==> config.mk <==
export PLATFORM = sky130hd
export DESIGN_NAME = stream_drain_sink_flat
export DESIGN_NICKNAME = d
export VERILOG_FILES = /design/src/rtl/stream_sink_pkg.sv /design/src/rtl/stream_drain_sink_if.sv /design/src/rtl/stream_drain_sink.sv /design/src/flat_wrapper.sv
export SDC_FILE = /design/constraint.sdc
export NUM_CORES = 1
export LEC_CHECK = 0
export CAP_MARGIN = 15
export CORE_ASPECT_RATIO = 0.8
export CORE_MARGIN = 2
export CORE_UTILIZATION = 49
export DETAILED_ROUTE_END_ITERATION = 10
export HOLD_SLACK_MARGIN = 0.15
export PLACE_DENSITY = 0.86
export SETUP_SLACK_MARGIN = 0.15
export SYNTH_ARGS = -nofsm -noshare
export SYNTH_HDL_FRONTEND = slang
export SYNTH_SLANG_ARGS = --single-unit
==> constraint.sdc <==
create_clock -name ap_clk -period 5 [get_ports ap_clk]
set_input_delay 1.25 -clock ap_clk [delete_from_list [all_inputs] [get_ports ap_clk]]
set_output_delay 1.25 -clock ap_clk [all_outputs]
set_load 0.1 [all_outputs]
==> src/rtl/stream_sink_pkg.sv <==
// Shared types and helpers for the EOT-terminated stream drain sink.
package stream_sink_pkg;

  localparam int unsigned DATA_W  = 32;
  localparam int unsigned TOKEN_W = DATA_W + 1;
  localparam int unsigned EOT_BIT = DATA_W;
  localparam int unsigned MAX_W   = 64;

  typedef enum logic [1:0] {
    S_IDLE = 2'd0,
    S_RUN  = 2'd1,
    S_DONE = 2'd2
  } sink_state_e;

  // Rotate-left-by-one within the low w bits, then XOR in the payload.
  function automatic logic [MAX_W-1:0] rotl1_xor(input logic [MAX_W-1:0] cs,
                                                 input logic [MAX_W-1:0] data,
                                                 input int unsigned      w);
    logic [MAX_W-1:0] mask;
    mask = (w >= MAX_W) ? '1 : ((MAX_W'(1) << w) - MAX_W'(1));
    return (((cs << 1) | (cs >> (w - 1))) & mask) ^ (data & mask);
  endfunction

endpackage

==> src/rtl/stream_drain_sink_if.sv <==
// FIFO read-side port for an EOT token stream (token = EOT flag + payload).
interface stream_drain_sink_if #(
  parameter int unsigned DATA_WIDTH = 32
);
  logic [DATA_WIDTH:0] dout;
  logic                empty_n;
  logic                read;

  modport master (output dout, output empty_n, input read);
  modport slave  (input dout, input empty_n, output read);
endinterface

==> src/rtl/stream_drain_sink.sv <==
// ap_ctrl_hs sink that drains an EOT stream, counting tokens and folding a checksum.
module stream_drain_sink
  import stream_sink_pkg::*;
#(
  parameter int unsigned DATA_WIDTH = 32,
  parameter int unsigned CNT_WIDTH  = 64
) (
  input  logic                  ap_clk,
  input  logic                  ap_rst_n,
  input  logic                  ap_start,
  output logic                  ap_done,
  output logic                  ap_idle,
  output logic                  ap_ready,
  input  logic [CNT_WIDTH-1:0]  n,
  stream_drain_sink_if.slave    c_s,
  output logic [CNT_WIDTH-1:0]  count,
  output logic [DATA_WIDTH-1:0] checksum,
  output logic                  underrun,
  output logic                  overrun
);

  sink_state_e           state_q, state_d;
  logic [CNT_WIDTH-1:0]  n_q, n_d;
  logic [CNT_WIDTH-1:0]  cnt_q, cnt_d;
  logic [DATA_WIDTH-1:0] cs_q, cs_d;
  logic                  under_q, under_d;
  logic                  over_q, over_d;
  logic [MAX_W-1:0]      fold;
  logic                  is_eot;

  assign is_eot = c_s.dout[DATA_WIDTH];
  assign fold   = rotl1_xor(MAX_W'(cs_q), MAX_W'(c_s.dout[DATA_WIDTH-1:0]), DATA_WIDTH);

  always_comb begin
    state_d  = state_q;
    n_d      = n_q;
    cnt_d    = cnt_q;
    cs_d     = cs_q;
    under_d  = under_q;
    over_d   = over_q;
    c_s.read = 1'b0;
    unique case (state_q)
      S_IDLE: begin
        if (ap_start) begin
          n_d     = n;
          cnt_d   = '0;
          cs_d    = '0;
          under_d = 1'b0;
          over_d  = 1'b0;
          state_d = S_RUN;
        end
      end
      S_RUN: begin
        c_s.read = c_s.empty_n;
        if (c_s.empty_n) begin
          if (is_eot) begin
            under_d = (cnt_q < n_q);
            state_d = S_DONE;
          end else begin
            cnt_d = cnt_q + CNT_WIDTH'(1);
            cs_d  = fold[DATA_WIDTH-1:0];
            // Sticky: survives a later counter wrap back below n_q.
            if (cnt_q == n_q) over_d = 1'b1;
          end
        end
      end
      S_DONE: state_d = S_IDLE;
      default: state_d = S_IDLE;
    endcase
  end

  always_ff @(posedge ap_clk or negedge ap_rst_n) begin
    if (!ap_rst_n) begin
      state_q <= S_IDLE;
      n_q     <= '0;
      cnt_q   <= '0;
      cs_q    <= '0;
      under_q <= 1'b0;
      over_q  <= 1'b0;
    end else begin
      state_q <= state_d;
      n_q     <= n_d;
      cnt_q   <= cnt_d;
      cs_q    <= cs_d;
      under_q <= under_d;
      over_q  <= over_d;
    end
  end

  assign ap_idle  = (state_q == S_IDLE);
  assign ap_done  = (state_q == S_DONE);
  assign ap_ready = (state_q == S_DONE);
  assign count    = cnt_q;
  assign checksum = cs_q;
  assign underrun = under_q;
  assign overrun  = over_q;

endmodule

==> src/flat_wrapper.sv <==
// flat-port wrapper written by rule: the top's interface ports become plain ports
module stream_drain_sink_flat import stream_sink_pkg::*;
#(
  parameter int unsigned DATA_WIDTH = 32,
  parameter int unsigned CNT_WIDTH  = 64
)
  (ap_clk, ap_rst_n, ap_start, ap_done, ap_idle, ap_ready, n, count, checksum, underrun, overrun, c_s_dout, c_s_empty_n, c_s_read);
  stream_drain_sink_if #(.DATA_WIDTH(DATA_WIDTH)) c_s_i ();
  input  logic ap_clk;
  input  logic ap_rst_n;
  input  logic ap_start;
  output logic ap_done;
  output logic ap_idle;
  output logic ap_ready;
  input  logic [CNT_WIDTH-1:0] n;
  output logic [CNT_WIDTH-1:0] count;
  output logic [DATA_WIDTH-1:0] checksum;
  output logic underrun;
  output logic overrun;
  input wire logic [$bits(c_s_i.dout)-1:0] c_s_dout;
  input wire logic [$bits(c_s_i.empty_n)-1:0] c_s_empty_n;
  output wire logic [$bits(c_s_i.read)-1:0] c_s_read;
  assign c_s_i.dout = c_s_dout;
  assign c_s_i.empty_n = c_s_empty_n;
  assign c_s_read = c_s_i.read;
  stream_drain_sink #(.DATA_WIDTH(DATA_WIDTH), .CNT_WIDTH(CNT_WIDTH)) u_core (.ap_clk(ap_clk), .ap_rst_n(ap_rst_n), .ap_start(ap_start), .ap_done(ap_done), .ap_idle(ap_idle), .ap_ready(ap_ready), .n(n), .c_s(c_s_i), .count(count), .checksum(checksum), .underrun(underrun), .overrun(overrun));
endmodule
; ---- Word-level counts from Yosys, hierarchy flattened
; Cells that the tools add are included.
[word_totals]
ff_bits = 164
output_inout_bits = 102
wordCells = 46
[op_classes]
n_addsub = 1
magnitude_cmp = 1
n_eq_ne = 8
muxes = 21
bitwise_logic = 2
reduce_logical = 7
[ops]
columns = op, count
row1 = 64-bit two-way mux, 3
row2 = 64-bit one-hot mux with 2 select lines, 1
row3 = 32-bit two-way mux, 3
row4 = "64-bit by 1-bit adder with 64-bit output, second input constant", 1
row5 = 64-bit equality test, 1
row6 = 64-bit less-than comparator, 1
row7 = 32-bit one-hot mux with 2 select lines, 1
row8 = 32-bit by 1-bit bitwise OR with 32-bit output, 1
row9 = 32-bit bitwise XOR, 1
row10 = "2-bit != test, second input constant", 4
row11 = 4-bit AND reduction, 2
row12 = 1-bit two-way mux, 7
row13 = 2-bit two-way mux, 3
row14 = 5-bit AND reduction, 1
row15 = 1-bit one-hot mux with 2 select lines, 2
row16 = 2-bit one-hot mux with 2 select lines, 1
row17 = 3-bit AND reduction, 1
row18 = "2-bit by 1-bit equality test with 1-bit output, second input constant", 1
row19 = "2-bit equality test, second input constant", 1
row20 = 2-bit logical NOT, 1
row21 = "2-bit by 1-bit != test with 1-bit output, second input constant", 1
row22 = 2-bit AND reduction, 1
row23 = 2-bit nonzero test, 1

; ---- Logic depth before layout (Yosys ltp)
[logic_depth]
depth_word = 5
ltp_mapped = 8

; ---- Least setup slack after synthesis
; OpenSTA, ideal clock, no wires.
[synth_timing]
path_kind = flip-flop to output port
from = register u_core.state_q[1]
to = output ap_ready
arrival_ns = 2.216
required_ns = 3.750
slack_ns = 1.534
path_stages_with_launch = 4
path_cell_list = dfrtp_1 inv_1 nor2_1 buf_4
[synth_between]
elab_chain_cells = 1
[synth_rtl]
columns = element, line_no
row1 = "start, declared", stream_drain_sink.sv:22  ; sink_state_e state_q, state_d;
row2 = "start signal, assigned", stream_drain_sink.sv:81  ; state_q <= state_d;
row3 = 2-bit equality test, -
row4 = "end, declared", flat_wrapper.sv:14  ; output logic ap_ready;
; Every way passes these cells.

; ---- Worst setup path in the final report
[layout_timing]
from = register u_core.state_q[1]
to = output ap_ready
[layout_between]
elab_chain_cells = 1
[layout_rtl]
columns = element, line_no
row1 = 2-bit equality test, stream_drain_sink.sv:92  ; assign ap_ready = (state_q == S_DONE);
; Every way passes these cells.

==> reports/qor.json <==
{
  "type_of_the_tightest_min_delay_check": {"value": "flop to flop"},
  "clockRootBuffer": {"value": "sky130_fd_sc_hd__clkbuf_16"},
  "rr_endpoint": {"value": "u_core.underrun"},
  "fillCellCount": {"value": 1359},
  "postSynth.asyncResetShare": {"value": 100, "unit": "%"},
  "port_buffers": {"value": 202},
  "cellLeakagePower": {"value": 5.24, "unit": "nW"},
  "hold_violations": {"value": 0},
  "critPathTopFamily": {"value": "buffers and inverters"},
  "synth.distinct_cells": {"value": 51},
  "fin_setup_tns": {"value": 0, "unit": "ns"},
  "area_occupied_by_multi_input_gates": {"value": 4230, "unit": "um^2"},
  "grt_overflow_total": {"value": 0},
  "worst-path-stages": {"value": 3},
  "cts-root-to-sink-buffers": {"value": 2},
  "worst_slew_margin_rel": {"value": 25.8, "unit": "%"},
  "grt_first_pass_wirelength": {"value": 36100, "unit": "um"},
  "vdd_ir_drop_max": {"value": 340, "unit": "uV"},
  "worstPathArrival": {"value": 2.30, "unit": "ns"},
  "hold_depth": {"value": 2},
  "die-width": {"value": 153, "unit": "um"},
  "path_class": {"value": "flop to output port"},
  "synth.avg_cell_area": {"value": 9.45, "unit": "um^2"},
  "slew_limit_fails": {"value": 0},
  "io_pins": {"value": 203},
  "synth.most_common_cell": {"value": "sky130_fd_sc_hd__dfrtp_1"},
  "core_area": {"value": 17400, "unit": "um^2"},
  "post_route_clock_period_utilization": {"value": 71.1, "unit": "%"},
  "post_cts_clock_slew_at_the_launch_and_capture_registers_of_the_worst_setup_and_hold_paths": {"value": 0.07, "unit": "ns"},
  "grt_pass1_vias": {"value": 7217},
  "finish.net_count": {"value": 1282},
  "rr_worst_depth": {"value": 7},
  "grt_max_degree": {"value": 111},
  "clock-skew-final": {"value": 0.0143, "unit": "ns"},
  "tot_pwr": {"value": 5.93, "unit": "mW"},
  "cts_made_buffers": {"value": 17},
  "drt-initial-drc-count": {"value": 491},
  "synth_largest_area_cell": {"value": "sky130_fd_sc_hd__dfrtp_1"},
  "design.die.area": {"value": 18900, "unit": "um^2"},
  "hold_buffers": {"value": 0},
  "synth_cells": {"value": 925},
  "ant_nets": {"value": 0},
  "post_synth_most_frequent_cells": {"value": "164 x sky130_fd_sc_hd__dfrtp_1, 138 x sky130_fd_sc_hd__nand2_1, 82 x sky130_fd_sc_hd__o21ai_0"},
  "run_status": {"value": "complete, no violations"},
  "cp-start-kind": {"value": "flop"},
  "max_freq": {"value": 281, "unit": "MHz"},
  "via_per_inst": {"value": 5.43},
  "cts.htree.levels": {"value": 4},
  "synth_nets": {"value": 1091},
  "global_route_usage_over_all_layers": {"value": 23.9, "unit": "%"},
  "routed_wl": {"value": 22200, "unit": "um"},
  "ys_warn_count": {"value": 0},
  "cts_resized": {"value": 0},
  "crit_path_end": {"value": "ap_ready"},
  "initial_antenna_violation_count": {"value": 0},
  "synth_sequential_area_ratio": {"value": 46.9, "unit": "%"},
  "antenna-diode-count": {"value": 0},
  "worst_path_largest_cell_delay": {"value": 1.20, "unit": "ns"},
  "rows": {"value": 43},
  "synth.area.top_cells": {"value": "sky130_fd_sc_hd__dfrtp_1 47%, sky130_fd_sc_hd__ha_1 9.3%, sky130_fd_sc_hd__nand2_1 5.9%, sky130_fd_sc_hd__o21ai_0 4.7%, sky130_fd_sc_hd__xor2_1 4.3%"},
  "critical_path.reg2reg.startpoint": {"value": "u_core.count[62]"},
  "detail_route.wl_per_cell": {"value": 16.4, "unit": "um"},
  "worstSkewPairLatency": {"value": 0.43, "unit": "ns"},
  "gp_routability_congestion": {"value": 0.845},
  "floorplan.die.height": {"value": 123, "unit": "um"},
  "flow.area_growth_from_synthesis": {"value": 32.2, "unit": "%"},
  "detail_route.first_pass.iterations": {"value": 5},
  "synth-edff-count": {"value": 0},
  "post_cts_buffers": {"value": 0},
  "vias": {"value": 7351},
  "tightest_slew": {"value": 1.11, "unit": "ns"},
  "detail_route.drc_violations": {"value": 0},
  "maxCapViolCount": {"value": 0},
  "initial_utilization": {"value": 50.3, "unit": "%"},
  "ys_seq_elements": {"value": 164},
  "cts.sinks": {"value": 164},
  "worst_ep_required_time": {"value": 3.75, "unit": "ns"},
  "path_cells": {"value": "inv_1 -> nor2_1 -> clkdlybuf4s50_1"},
  "ys_dominant_reg_cell": {"value": "sky130_fd_sc_hd__dfrtp_1"},
  "synthesis.area": {"value": 8740, "unit": "um^2"},
  "cp_num_buf_inv": {"value": 2},
  "setup.worst_path.end_class": {"value": "output port"},
  "setup_viol_count_final": {"value": 0},
  "sequential_cell_area": {"value": 4100, "unit": "um^2"},
  "drive_gt1_share": {"value": 5.05, "unit": "%"},
  "cts_tree": {"value": "done"},
  "yosys.area.top_type_share": {"value": 46.9, "unit": "%"},
  "rsz0062_at_grt": {"value": "false"},
  "hpwl_dp": {"value": 16000, "unit": "um"},
  "power.density": {"value": 513, "unit": "nW/um^2"},
  "worst_setup_path_start": {"value": "u_core.state_q[1]"},
  "minimum_clock_period_after_layout": {"value": 3.55, "unit": "ns"},
  "slowest_stage": {"value": "sky130_fd_sc_hd__clkdlybuf4s50_1"},
  "worst-r2r-setup-slack": {"value": 1.66, "unit": "ns"},
  "worstPathMaxFanout": {"value": 7}
}
==> worst min-delay path, delay by kind of cell (launching register included) <==
| kind | cells | cell delay, ns |
|---|---|---|
| DFF | 1 | 0.35 |
| and+or+nand+nor | 2 | 0.12 |
==> layout make-up <==
class	instances	area share [%]
Multi-Input combinational cell	652	36.6
Sequential cell	164	35.5
Timing Repair Buffer	208	18.0
Clock buffer	18	3.80
Tap cell	225	2.44
Inverter	73	2.37
Clock inverter	14	1.32
==> worst min-delay path by stage <==
stage	start	to	slack [ns]
6_report	u_core.n_q[0]	u_core.n_q[0]	0.50
5_1_grt	u_core.n_q[0]	u_core.n_q[0]	0.54
4_1_cts	u_core.n_q[0]	u_core.n_q[0]	0.50
3_5_place_dp	u_core.n_q[0]	u_core.n_q[0]	0.48
3_3_place_gp	u_core.n_q[0]	u_core.n_q[0]	0.46
2_1_floorplan	u_core.n_q[0]	u_core.n_q[0]	0.45
==> report_power, final <==
part	internal, mW	leakage, nW	total [mW]	switching [mW]
clock network	0.754	0.279	1.33	0.572
logic	0.749	2.80	2.68	1.93
registers	1.71	2.16	1.92	0.211
==> cell families (layout without fill, tap and decap cells) <==
group	Yosys count	count (layout)	share of synthesized area (%)
buffers and inverters	109	313	4.81
XOR/XNOR	84	84	8.42
flip-flops	164	164	46.9
adder cells (fa/ha/maj)	65	65	9.30
AND/OR/NAND/NOR	329	329	18.8
multiplexers	1	1	0.129
AO/OA/AOI/OAI	173	173	11.6
==> registers in the layout, indices dropped and copies added, names as in the netlist <==
signal,cells
u_core.count,64
u_core.n_q,64
u_core.checksum,32
u_core.state_q,2
u_core.overrun,1
u_core.underrun,1
==> placed cells by master, fill, tap and decap left out, types with 10 or more instances in the layout <==
cell type / instances
sky130_fd_sc_hd__clkdlybuf4s50_1: 200
sky130_fd_sc_hd__dfrtp_1: 164
sky130_fd_sc_hd__nand2_1: 138
sky130_fd_sc_hd__o21ai_0: 81
sky130_fd_sc_hd__inv_1: 73
sky130_fd_sc_hd__nor2_1: 65
sky130_fd_sc_hd__ha_1: 65
sky130_fd_sc_hd__xor2_1: 43
sky130_fd_sc_hd__xnor2_1: 41
sky130_fd_sc_hd__a21oi_1: 38
sky130_fd_sc_hd__o31ai_1: 33
sky130_fd_sc_hd__nand3_1: 33
sky130_fd_sc_hd__nand4_1: 31
sky130_fd_sc_hd__clkbuf_16: 17
sky130_fd_sc_hd__and3_1: 13
sky130_fd_sc_hd__or3_1: 10
==> stage by stage <==
| step | cell area [um^2] | hold slack (ns) | instances | setup WS, ns | util, % |
|---|---|---|---|---|---|
| 2_1_floorplan | 8740 | 0.450 | 925 | 1.53 | - |
| 3_3_place_gp | 11000 | 0.463 | 1322 | 1.27 | 63.1 |
| 3_5_place_dp | 11000 | 0.479 | 1322 | 1.16 | 63.1 |
| 4_1_cts | 11600 | 0.496 | 1354 | 1.43 | 66.5 |
| 5_1_grt | 11600 | 0.540 | 1354 | 1.35 | 66.5 |
| 6_report | 11600 | 0.503 | 1354 | 1.45 | 66.5 |
==> routing by layer <==
| layer | track usage (%) | share of wire [%] |
|---|---|---|
| met1 | 33.3 | 47 |
| met2 | 38.8 | 47 |
| met3 | 4.52 | 5.0 |
| met4 | 6.71 | 1.2 |
| met5 | 0 | 0 |
Note: power is estimated with default switching activity, not from simulation.
